### src/rtl/perf_pkg.sv
// perf_pkg: shared definitions for the performance-history block.
//   - CSR word addresses (read map and the CTRL write address)
//   - CTRL command bit indices and STATUS field positions
//   - perf_record_t: one captured measurement (six 32-bit counters)
//   - sat_add64: saturating 64-bit accumulate of a 32-bit sample
package perf_pkg;

  localparam logic [3:0] PERF_HIST_STATUS     = 4'h0;
  localparam logic [3:0] PERF_HIST_TOTAL      = 4'h1;
  localparam logic [3:0] PERF_HIST_ACTIVE     = 4'h2;
  localparam logic [3:0] PERF_HIST_IDLE       = 4'h3;
  localparam logic [3:0] PERF_HIST_HITS       = 4'h4;
  localparam logic [3:0] PERF_HIST_MISSES     = 4'h5;
  localparam logic [3:0] PERF_HIST_DECODE     = 4'h6;
  localparam logic [3:0] PERF_HIST_CTRL       = 4'h7;
  localparam logic [3:0] PERF_HIST_ACC_TOT_LO = 4'h8;
  localparam logic [3:0] PERF_HIST_ACC_TOT_HI = 4'h9;
  localparam logic [3:0] PERF_HIST_ACC_ACT_LO = 4'hA;
  localparam logic [3:0] PERF_HIST_ACC_ACT_HI = 4'hB;
  localparam logic [3:0] PERF_HIST_RUNCNT     = 4'hC;

  localparam int unsigned CTRL_POP       = 0;
  localparam int unsigned CTRL_CLR_FIFO  = 1;
  localparam int unsigned CTRL_CLR_OVF   = 2;
  localparam int unsigned CTRL_CLR_ACCUM = 3;

  localparam int unsigned STATUS_LEVEL_LSB = 0;
  localparam int unsigned STATUS_LEVEL_MSB = 4;
  localparam int unsigned STATUS_EMPTY     = 8;
  localparam int unsigned STATUS_FULL      = 9;
  localparam int unsigned STATUS_OVERFLOW  = 10;

  typedef struct packed {
    logic [31:0] total;
    logic [31:0] active;
    logic [31:0] idle;
    logic [31:0] hits;
    logic [31:0] misses;
    logic [31:0] decode;
  } perf_record_t;

  // Carry out of the 65-bit sum means the accumulator would wrap; pin it.
  function automatic logic [63:0] sat_add64(input logic [63:0] acc,
                                            input logic [31:0] sample);
    logic [64:0] sum;
    sum = {1'b0, acc} + {33'b0, sample};
    return sum[64] ? '1 : sum[63:0];
  endfunction

endpackage

### src/rtl/perf_hist_fifo.sv
// perf_hist_fifo: synchronous snapshot FIFO of perf_record_t.
//   clk, rst_n      : clock, asynchronous active-low reset
//   push, wr_data   : append a record at the tail
//   pop             : drop the head record (no-op when empty)
//   clear           : empty the FIFO; beats a same-cycle push
//   head            : record at the head (undefined when empty)
//   empty/full/level: occupancy, level in 0..DEPTH
//   overflow        : combinational pulse, push refused because full
module perf_hist_fifo
  import perf_pkg::*;
#(
  parameter  int unsigned DEPTH = 4,
  localparam int unsigned PW    = (DEPTH > 1) ? $clog2(DEPTH) : 1,
  localparam int unsigned LW    = $clog2(DEPTH + 1)
) (
  input  logic            clk,
  input  logic            rst_n,
  input  logic            push,
  input  logic            pop,
  input  logic            clear,
  input  perf_record_t    wr_data,
  output perf_record_t    head,
  output logic            empty,
  output logic            full,
  output logic [LW-1:0]   level,
  output logic            overflow
);

  perf_record_t  mem [DEPTH];
  logic [PW-1:0] wr_ptr;
  logic [PW-1:0] rd_ptr;
  logic          do_push;
  logic          do_pop;

  always_comb begin
    empty = (level == '0);
    full  = (level == LW'(DEPTH));
    head  = mem[rd_ptr];
  end

  // A pop frees the slot the same-cycle push needs, so full+pop+push is
  // accepted; pop on an empty FIFO never qualifies, leaving push alone.
  always_comb begin
    do_pop   = 1'b0;
    do_push  = 1'b0;
    overflow = 1'b0;
    if (!clear) begin
      do_pop   = pop && !empty;
      do_push  = push && (!full || do_pop);
      overflow = push && full && !do_pop;
    end
  end

  always_ff @(posedge clk or negedge rst_n) begin
    if (!rst_n) begin
      wr_ptr <= '0;
      rd_ptr <= '0;
      level  <= '0;
    end else if (clear) begin
      wr_ptr <= '0;
      rd_ptr <= '0;
      level  <= '0;
    end else begin
      // DEPTH is a power of two, so pointer increment wraps naturally.
      if (do_push) wr_ptr <= wr_ptr + 1'b1;
      if (do_pop)  rd_ptr <= rd_ptr + 1'b1;
      case ({do_push, do_pop})
        2'b10:   level <= level + 1'b1;
        2'b01:   level <= level - 1'b1;
        default: level <= level;
      endcase
    end
  end

  // Storage needs no reset; only entries below level are ever observed.
  always_ff @(posedge clk) begin
    if (do_push) mem[wr_ptr] <= wr_data;
  end

endmodule

### src/rtl/perf_history.sv
// perf_history: captures completed measurement records into a snapshot
// FIFO, keeps saturating lifetime accumulators and exposes both through
// a word-addressed CSR port.
//   clk, rst_n              : clock, asynchronous active-low reset
//   measurement_done        : one-cycle strobe qualifying the six counts
//   *_count                 : measurement counters (COUNTER_WIDTH bits)
//   csr_wr_en/csr_wr_data   : write strobe/data (only CTRL is writable)
//   csr_rd_en               : read strobe
//   csr_addr                : word address shared by read and write
//   csr_rd_data/csr_rd_valid: registered read response, one cycle later
//   irq_pending             : registered FIFO non-empty indication
module perf_history
  import perf_pkg::*;
#(
  parameter int unsigned COUNTER_WIDTH = 32,
  parameter int unsigned DEPTH         = 4
) (
  input  logic                     clk,
  input  logic                     rst_n,
  input  logic                     measurement_done,
  input  logic [COUNTER_WIDTH-1:0] total_cycles_count,
  input  logic [COUNTER_WIDTH-1:0] active_cycles_count,
  input  logic [COUNTER_WIDTH-1:0] idle_cycles_count,
  input  logic [COUNTER_WIDTH-1:0] cache_hit_count,
  input  logic [COUNTER_WIDTH-1:0] cache_miss_count,
  input  logic [COUNTER_WIDTH-1:0] decode_count,
  input  logic                     csr_wr_en,
  input  logic                     csr_rd_en,
  input  logic [3:0]               csr_addr,
  input  logic [31:0]              csr_wr_data,
  output logic [31:0]              csr_rd_data,
  output logic                     csr_rd_valid,
  output logic                     irq_pending
);

  localparam int unsigned LW = $clog2(DEPTH + 1);

  perf_record_t  in_rec;
  perf_record_t  head;
  logic          fifo_empty;
  logic          fifo_full;
  logic [LW-1:0] fifo_level;
  logic          fifo_ovf;

  logic          ctrl_wr;
  logic          cmd_pop;
  logic          cmd_clr_fifo;
  logic          cmd_clr_ovf;
  logic          cmd_clr_acc;

  logic          overflow_q;
  logic [63:0]   acc_total;
  logic [63:0]   acc_active;
  logic [31:0]   run_count;
  logic [31:0]   rd_mux;
  logic [31:0]   status_word;
  logic          unused_wr_bits;

  always_comb begin
    in_rec.total  = 32'(total_cycles_count);
    in_rec.active = 32'(active_cycles_count);
    in_rec.idle   = 32'(idle_cycles_count);
    in_rec.hits   = 32'(cache_hit_count);
    in_rec.misses = 32'(cache_miss_count);
    in_rec.decode = 32'(decode_count);
  end

  always_comb begin
    ctrl_wr        = csr_wr_en && (csr_addr == PERF_HIST_CTRL);
    cmd_pop        = ctrl_wr && csr_wr_data[CTRL_POP];
    cmd_clr_fifo   = ctrl_wr && csr_wr_data[CTRL_CLR_FIFO];
    cmd_clr_ovf    = ctrl_wr && csr_wr_data[CTRL_CLR_OVF];
    cmd_clr_acc    = ctrl_wr && csr_wr_data[CTRL_CLR_ACCUM];
    unused_wr_bits = ^csr_wr_data[31:4];
  end

  perf_hist_fifo #(
    .DEPTH (DEPTH)
  ) u_fifo (
    .clk      (clk),
    .rst_n    (rst_n),
    .push     (measurement_done),
    .pop      (cmd_pop),
    .clear    (cmd_clr_fifo),
    .wr_data  (in_rec),
    .head     (head),
    .empty    (fifo_empty),
    .full     (fifo_full),
    .level    (fifo_level),
    .overflow (fifo_ovf)
  );

  // Sticky overflow: a same-cycle refusal wins over clear_overflow.
  always_ff @(posedge clk or negedge rst_n) begin
    if (!rst_n)           overflow_q <= 1'b0;
    else if (fifo_ovf)    overflow_q <= 1'b1;
    else if (cmd_clr_ovf) overflow_q <= 1'b0;
  end

  // Accumulate every completed run, including ones the FIFO refuses.
  always_ff @(posedge clk or negedge rst_n) begin
    if (!rst_n) begin
      acc_total  <= '0;
      acc_active <= '0;
      run_count  <= '0;
    end else if (cmd_clr_acc) begin
      acc_total  <= '0;
      acc_active <= '0;
      run_count  <= '0;
    end else if (measurement_done) begin
      acc_total  <= sat_add64(acc_total, in_rec.total);
      acc_active <= sat_add64(acc_active, in_rec.active);
      if (run_count != '1) run_count <= run_count + 1'b1;
    end
  end

  always_comb begin
    status_word = '0;
    status_word[STATUS_LEVEL_MSB:STATUS_LEVEL_LSB] = 5'(fifo_level);
    status_word[STATUS_EMPTY]    = fifo_empty;
    status_word[STATUS_FULL]     = fifo_full;
    status_word[STATUS_OVERFLOW] = overflow_q;
  end

  always_comb begin
    rd_mux = '0;
    case (csr_addr)
      PERF_HIST_STATUS:     rd_mux = status_word;
      PERF_HIST_TOTAL:      rd_mux = fifo_empty ? '0 : head.total;
      PERF_HIST_ACTIVE:     rd_mux = fifo_empty ? '0 : head.active;
      PERF_HIST_IDLE:       rd_mux = fifo_empty ? '0 : head.idle;
      PERF_HIST_HITS:       rd_mux = fifo_empty ? '0 : head.hits;
      PERF_HIST_MISSES:     rd_mux = fifo_empty ? '0 : head.misses;
      PERF_HIST_DECODE:     rd_mux = fifo_empty ? '0 : head.decode;
      PERF_HIST_ACC_TOT_LO: rd_mux = acc_total[31:0];
      PERF_HIST_ACC_TOT_HI: rd_mux = acc_total[63:32];
      PERF_HIST_ACC_ACT_LO: rd_mux = acc_active[31:0];
      PERF_HIST_ACC_ACT_HI: rd_mux = acc_active[63:32];
      PERF_HIST_RUNCNT:     rd_mux = run_count;
      default:              rd_mux = '0;
    endcase
  end

  // The mux samples pre-edge state, so a read sees the FIFO and
  // accumulators as they were before any same-cycle command or push.
  always_ff @(posedge clk or negedge rst_n) begin
    if (!rst_n) begin
      csr_rd_data  <= '0;
      csr_rd_valid <= 1'b0;
      irq_pending  <= 1'b0;
    end else begin
      csr_rd_valid <= csr_rd_en;
      if (csr_rd_en) csr_rd_data <= rd_mux;
      irq_pending  <= !fifo_empty;
    end
  end

endmodule

### config.mk
export PLATFORM = sky130hd
export DESIGN_NAME = perf_history
export DESIGN_NICKNAME = d
export VERILOG_FILES = /design/src/rtl/perf_pkg.sv /design/src/rtl/perf_hist_fifo.sv /design/src/rtl/perf_history.sv
export SDC_FILE = /design/constraint.sdc
export NUM_CORES = 1
export LEC_CHECK = 0
export BUFFER_PORTS_ARGS = -buffer_cell sky130_fd_sc_hd__buf_2
export CORE_UTILIZATION = 59
export CTS_CLUSTER_DIAMETER = 120
export CTS_CLUSTER_SIZE = 20
export DETAILED_ROUTE_END_ITERATION = 10
export PLACE_DENSITY = 0.78
export REMOVE_ABC_BUFFERS = 1
export SLEW_MARGIN = 20
export SYNTH_ARGS = -nofsm -noshare
export SYNTH_HDL_FRONTEND = slang
export SYNTH_SLANG_ARGS = --single-unit
export TNS_END_PERCENT = 10
### constraint.sdc
create_clock -name clk -period 13 [get_ports clk]
set_input_delay 2.6 -clock clk [delete_from_list [all_inputs] [get_ports clk]]
set_output_delay 2.6 -clock clk [all_outputs]
set_load 0.005 [all_outputs]
==> summary.md <==
| Metric | Value |
|---|---|
| Critical path class | in2reg |
| GRT overflow | 0 |
| Hpwl dp | 76.8 mm |
| Layout fillers | 4941 |
| Num CTS Buffers | 54 |
| Power per cell area | approximately 180 nW/um^2 |
| Met2 Resource Use GR | 0.495 |
| Worst Hold Class | reg2reg |
| Site Rows | 98 |
| Ys flop type | edfxtp_1 |
| Outcome | completed |
| Gr busiest metal | met2 |
| #FFs+latches synth | between 900 and 1000 |
| Synthesis-to-layout area growth | 8.96% |
| Worst VDD drop | 0.120 mV |
| Highest-count cells in the layout ignoring fill and taps | edfxtp_1 (768), buf_2 (236), dfrtp_1 (200) |
| Met3 usage | 0.0541 |
| Average size of a mapped cell | 15.2 um^2 |
| Yosys cell types | slightly below 80 |
| Static leakage | 16.2 nW |
| Largest net degree at the start of global routing | 88 |
| Horiz. Die Dim | 271 um |
| I/O Pins | 267 |
| Critical path arrival | 7.19 ns |
| Tightest Pin Transition | 1.19 ns |
| Layout cell share with drive strength beyond 1 | 0.190 |
| IO Port Bufs | 238 |
| CTS tree | done |
| Initial DRC count | approximately 3100 |
| Most frequent cell on the critical path | buf_4 |
| First-pass GRT wire length | approximately 170 mm |
| Syn Inst Count | 2800 |
| Post-synthesis sequential area ratio | 0.659 |
| Worst Skew | 0.0289 ns |
| Detailed-route vias per instance | a little under 7 |
| CTS clock-pin slew for the worst setup and hold paths | 0.09 ns |
| Worst reg2reg path endpoint | acc_total[35] |
| Worst path cell trace | buf_2 -> ha_1 -> fa_1 -> a211oi_1 -> o21ai_1 -> a2bb2oi_1 -> a21oi_1 -> nor3_1 -> nor3_2 -> buf_4 -> nor2_1 -> buf_4 -> a311oi_1 -> a21o_1 |
| CTS H-tree lvls | 2 |
| Post-synth ARST share | 0.208 |
| Final hold violation count | 0 |
| GR Util met1 | 0.436 |
| Avg WL per Cell | 28.6 um |
| Die extent in y | 271 um |
| Core area | 71500 um^2 |
| Power, Total | ~0.0086 W |
| Max Fclk | 150 MHz |
| Hold path depth | 1 |
| Final setup TNS | 0 ns |
| Clock buffer depth | 3 |
| CP max stage delay | approximately 0.84 ns |
| Final nets | 3290 |
| Ys Warns | 0 |
| Worst hold start | acc_active[60] |
| R2R depth | 13 |
| Antenna violations before repair | 8 |
| Routability cong. | between 0.9 and 1 |
| Hold EP | acc_active[60] |
| Detailed Route WL | 114 mm |
| Fin crit share | 0.512 |
| Post-CTS Hold Buffers | 0 |
| Final min period | between 6 and 7 ns |
| R2r startpoint | acc_total[0] |
| Initial Utilization | 0.597 |
| Worst path slowest cell | a211oi_1 |
| Worst Path Required | about 14 ns |
| Critical path launch point | total_cycles_count[0] |
| All-Layer GR Usage | 0.312 |
| Post-CTS Resized | 0 |
| Vias in the first global route | 26900 |
| Worst skew pair latency | about 0.66 ns |
| Commonest non-fill, non-tap cell in the layout | edfxtp_1 |
| R2R Setup Slk | 8.01 ns |
| Max cap viols | 0 |
| Crit path launch type | input port |
| DR vias | 26900 |
| Die ar. | 73400 um^2 |
| RSZ-0062 raised after global routing | no |
| Sink Count | 970 |
| Final setup vio count | 0 |
| Total iterations of the first detailed-routing run | 6 |
| DRC | 0 |
| CP Max Fanout | 8 |
| Post-CTS Setup Bufs | 0 |
| Critical Path Sink Type | register |
| Post-synth EDFFs | 768 |
| CTS Root Buffer Type | clkbuf_16 |
| Relative slew margins | 0.204 |
| Detail Route Antenna Nets | 0 |
| Mapped Area | 42700 um^2 |
| Fin. max-slew vios | 0 |
-- layout make-up --
type                            count  area, um^2  share of cell area
Antenna cell                        3        7.51            0.000162
Clock buffer                       97        1510              0.0326
Tap cell                          950        1190              0.0256
Sequential cell                   970       28100               0.605
Multi-Input combinational cell   1602       13700               0.296
Clock inverter                      5        47.5             0.00102
Inverter                           66         248             0.00533
Timing Repair Buffer              291        1600              0.0344
-- Yosys cell counts, types with 45 or more instances --
master | number | area [um^2]
xnor2_1 | 48 | 420
o21ai_0 | 108 | 541
nor2_1 | 123 | 462
mux4_2 | 193 | 4350
inv_1 | 65 | 244
nand2_1 | 129 | 484
dfrtp_1 | 202 | 5050
a22oi_1 | 100 | 751
and3_1 | 45 | 282
a31oi_1 | 64 | 400
edfxtp_1 | 768 | 23100
ha_1 | 69 | 863
clkbuf_1 | 122 | 458
nand3_1 | 57 | 285
a21oi_1 | 135 | 676
-- flip-flops by register name, indices dropped and copies added (netlist names) --
signal and cells:
overflow_q 1, u_fifo.mem 768, acc_active 64, u_fifo.wr_ptr 2
acc_total 64, run_count 32, csr_rd_valid 1, u_fifo.rd_ptr 2
irq_pending 1, csr_rd_data 32, u_fifo.level 3
-- power breakdown --
part	internal [W]	switching, W	leakage [nW]	total, W
Combinational	0.000964	0.00148	5.83	0.00244
Clock	0.000795	0.000979	0.741	0.00177
Sequential	0.00405	0.000300	9.58	0.00435
Total	0.00581	0.00275	16.2	0.00857
-- worst max-delay path by stage --
| stage | endpoint | slack [ns] | cells after the start |
|---|---|---|---|
| final | acc_total[35] | 6.34 | 14 |
| after global routing | u_fifo.mem[0][120] | 6.17 | 8 |
| after global placement | u_fifo.mem[0][164] | 5.89 | 8 |
| after detailed placement | u_fifo.mem[0][37] | 5.71 | 8 |
| after floorplan | csr_rd_data[2] | 3.77 | 5 |
| after CTS | u_fifo.mem[0][120] | 6.38 | 8 |
-- critical path: cells and delay by family --
kind	cells	cell delay (ns)
adder cells (fa/ha/maj)	2	0.70
AO/OA/AOI/OAI	6	2.23
buffers and inverters	3	0.67
AND/OR/NAND/NOR	3	0.98
-- logic make-up after synthesis --
group / after synthesis / synth area share
buf+inv: 228 / 0.0204
mux: 234 / 0.112
fa+ha+maj: 73 / 0.0219
xor+xnor: 91 / 0.0187
simple gates: 515 / 0.0597
compound gates: 689 / 0.108
flops: 970 / 0.659
-- stage by stage --
stage	hold WS (ns)	worst slack (ns)	utilization	area (um^2)	std cells
finish	0.525	6.34	0.650	46500	3984
global route	0.539	6.17	0.650	46500	3984
CTS	0.520	6.38	0.650	46500	3981
detailed placement	0.507	5.71	0.628	44900	3879
global placement	0.504	5.89	0.628	44900	3879
floorplan	0.457	3.77	-	42000	2638
-- metal layers --
metal  wire, um  vias up  part of all wire
li1           -    11600                 -
met1      45200    13800              0.40
met2      54700     1277              0.48
met3       9350      216             0.082
met4       4710        6             0.041
met5         41        -           0.00036
No activity file was read; power rests on OpenSTA's default activity.
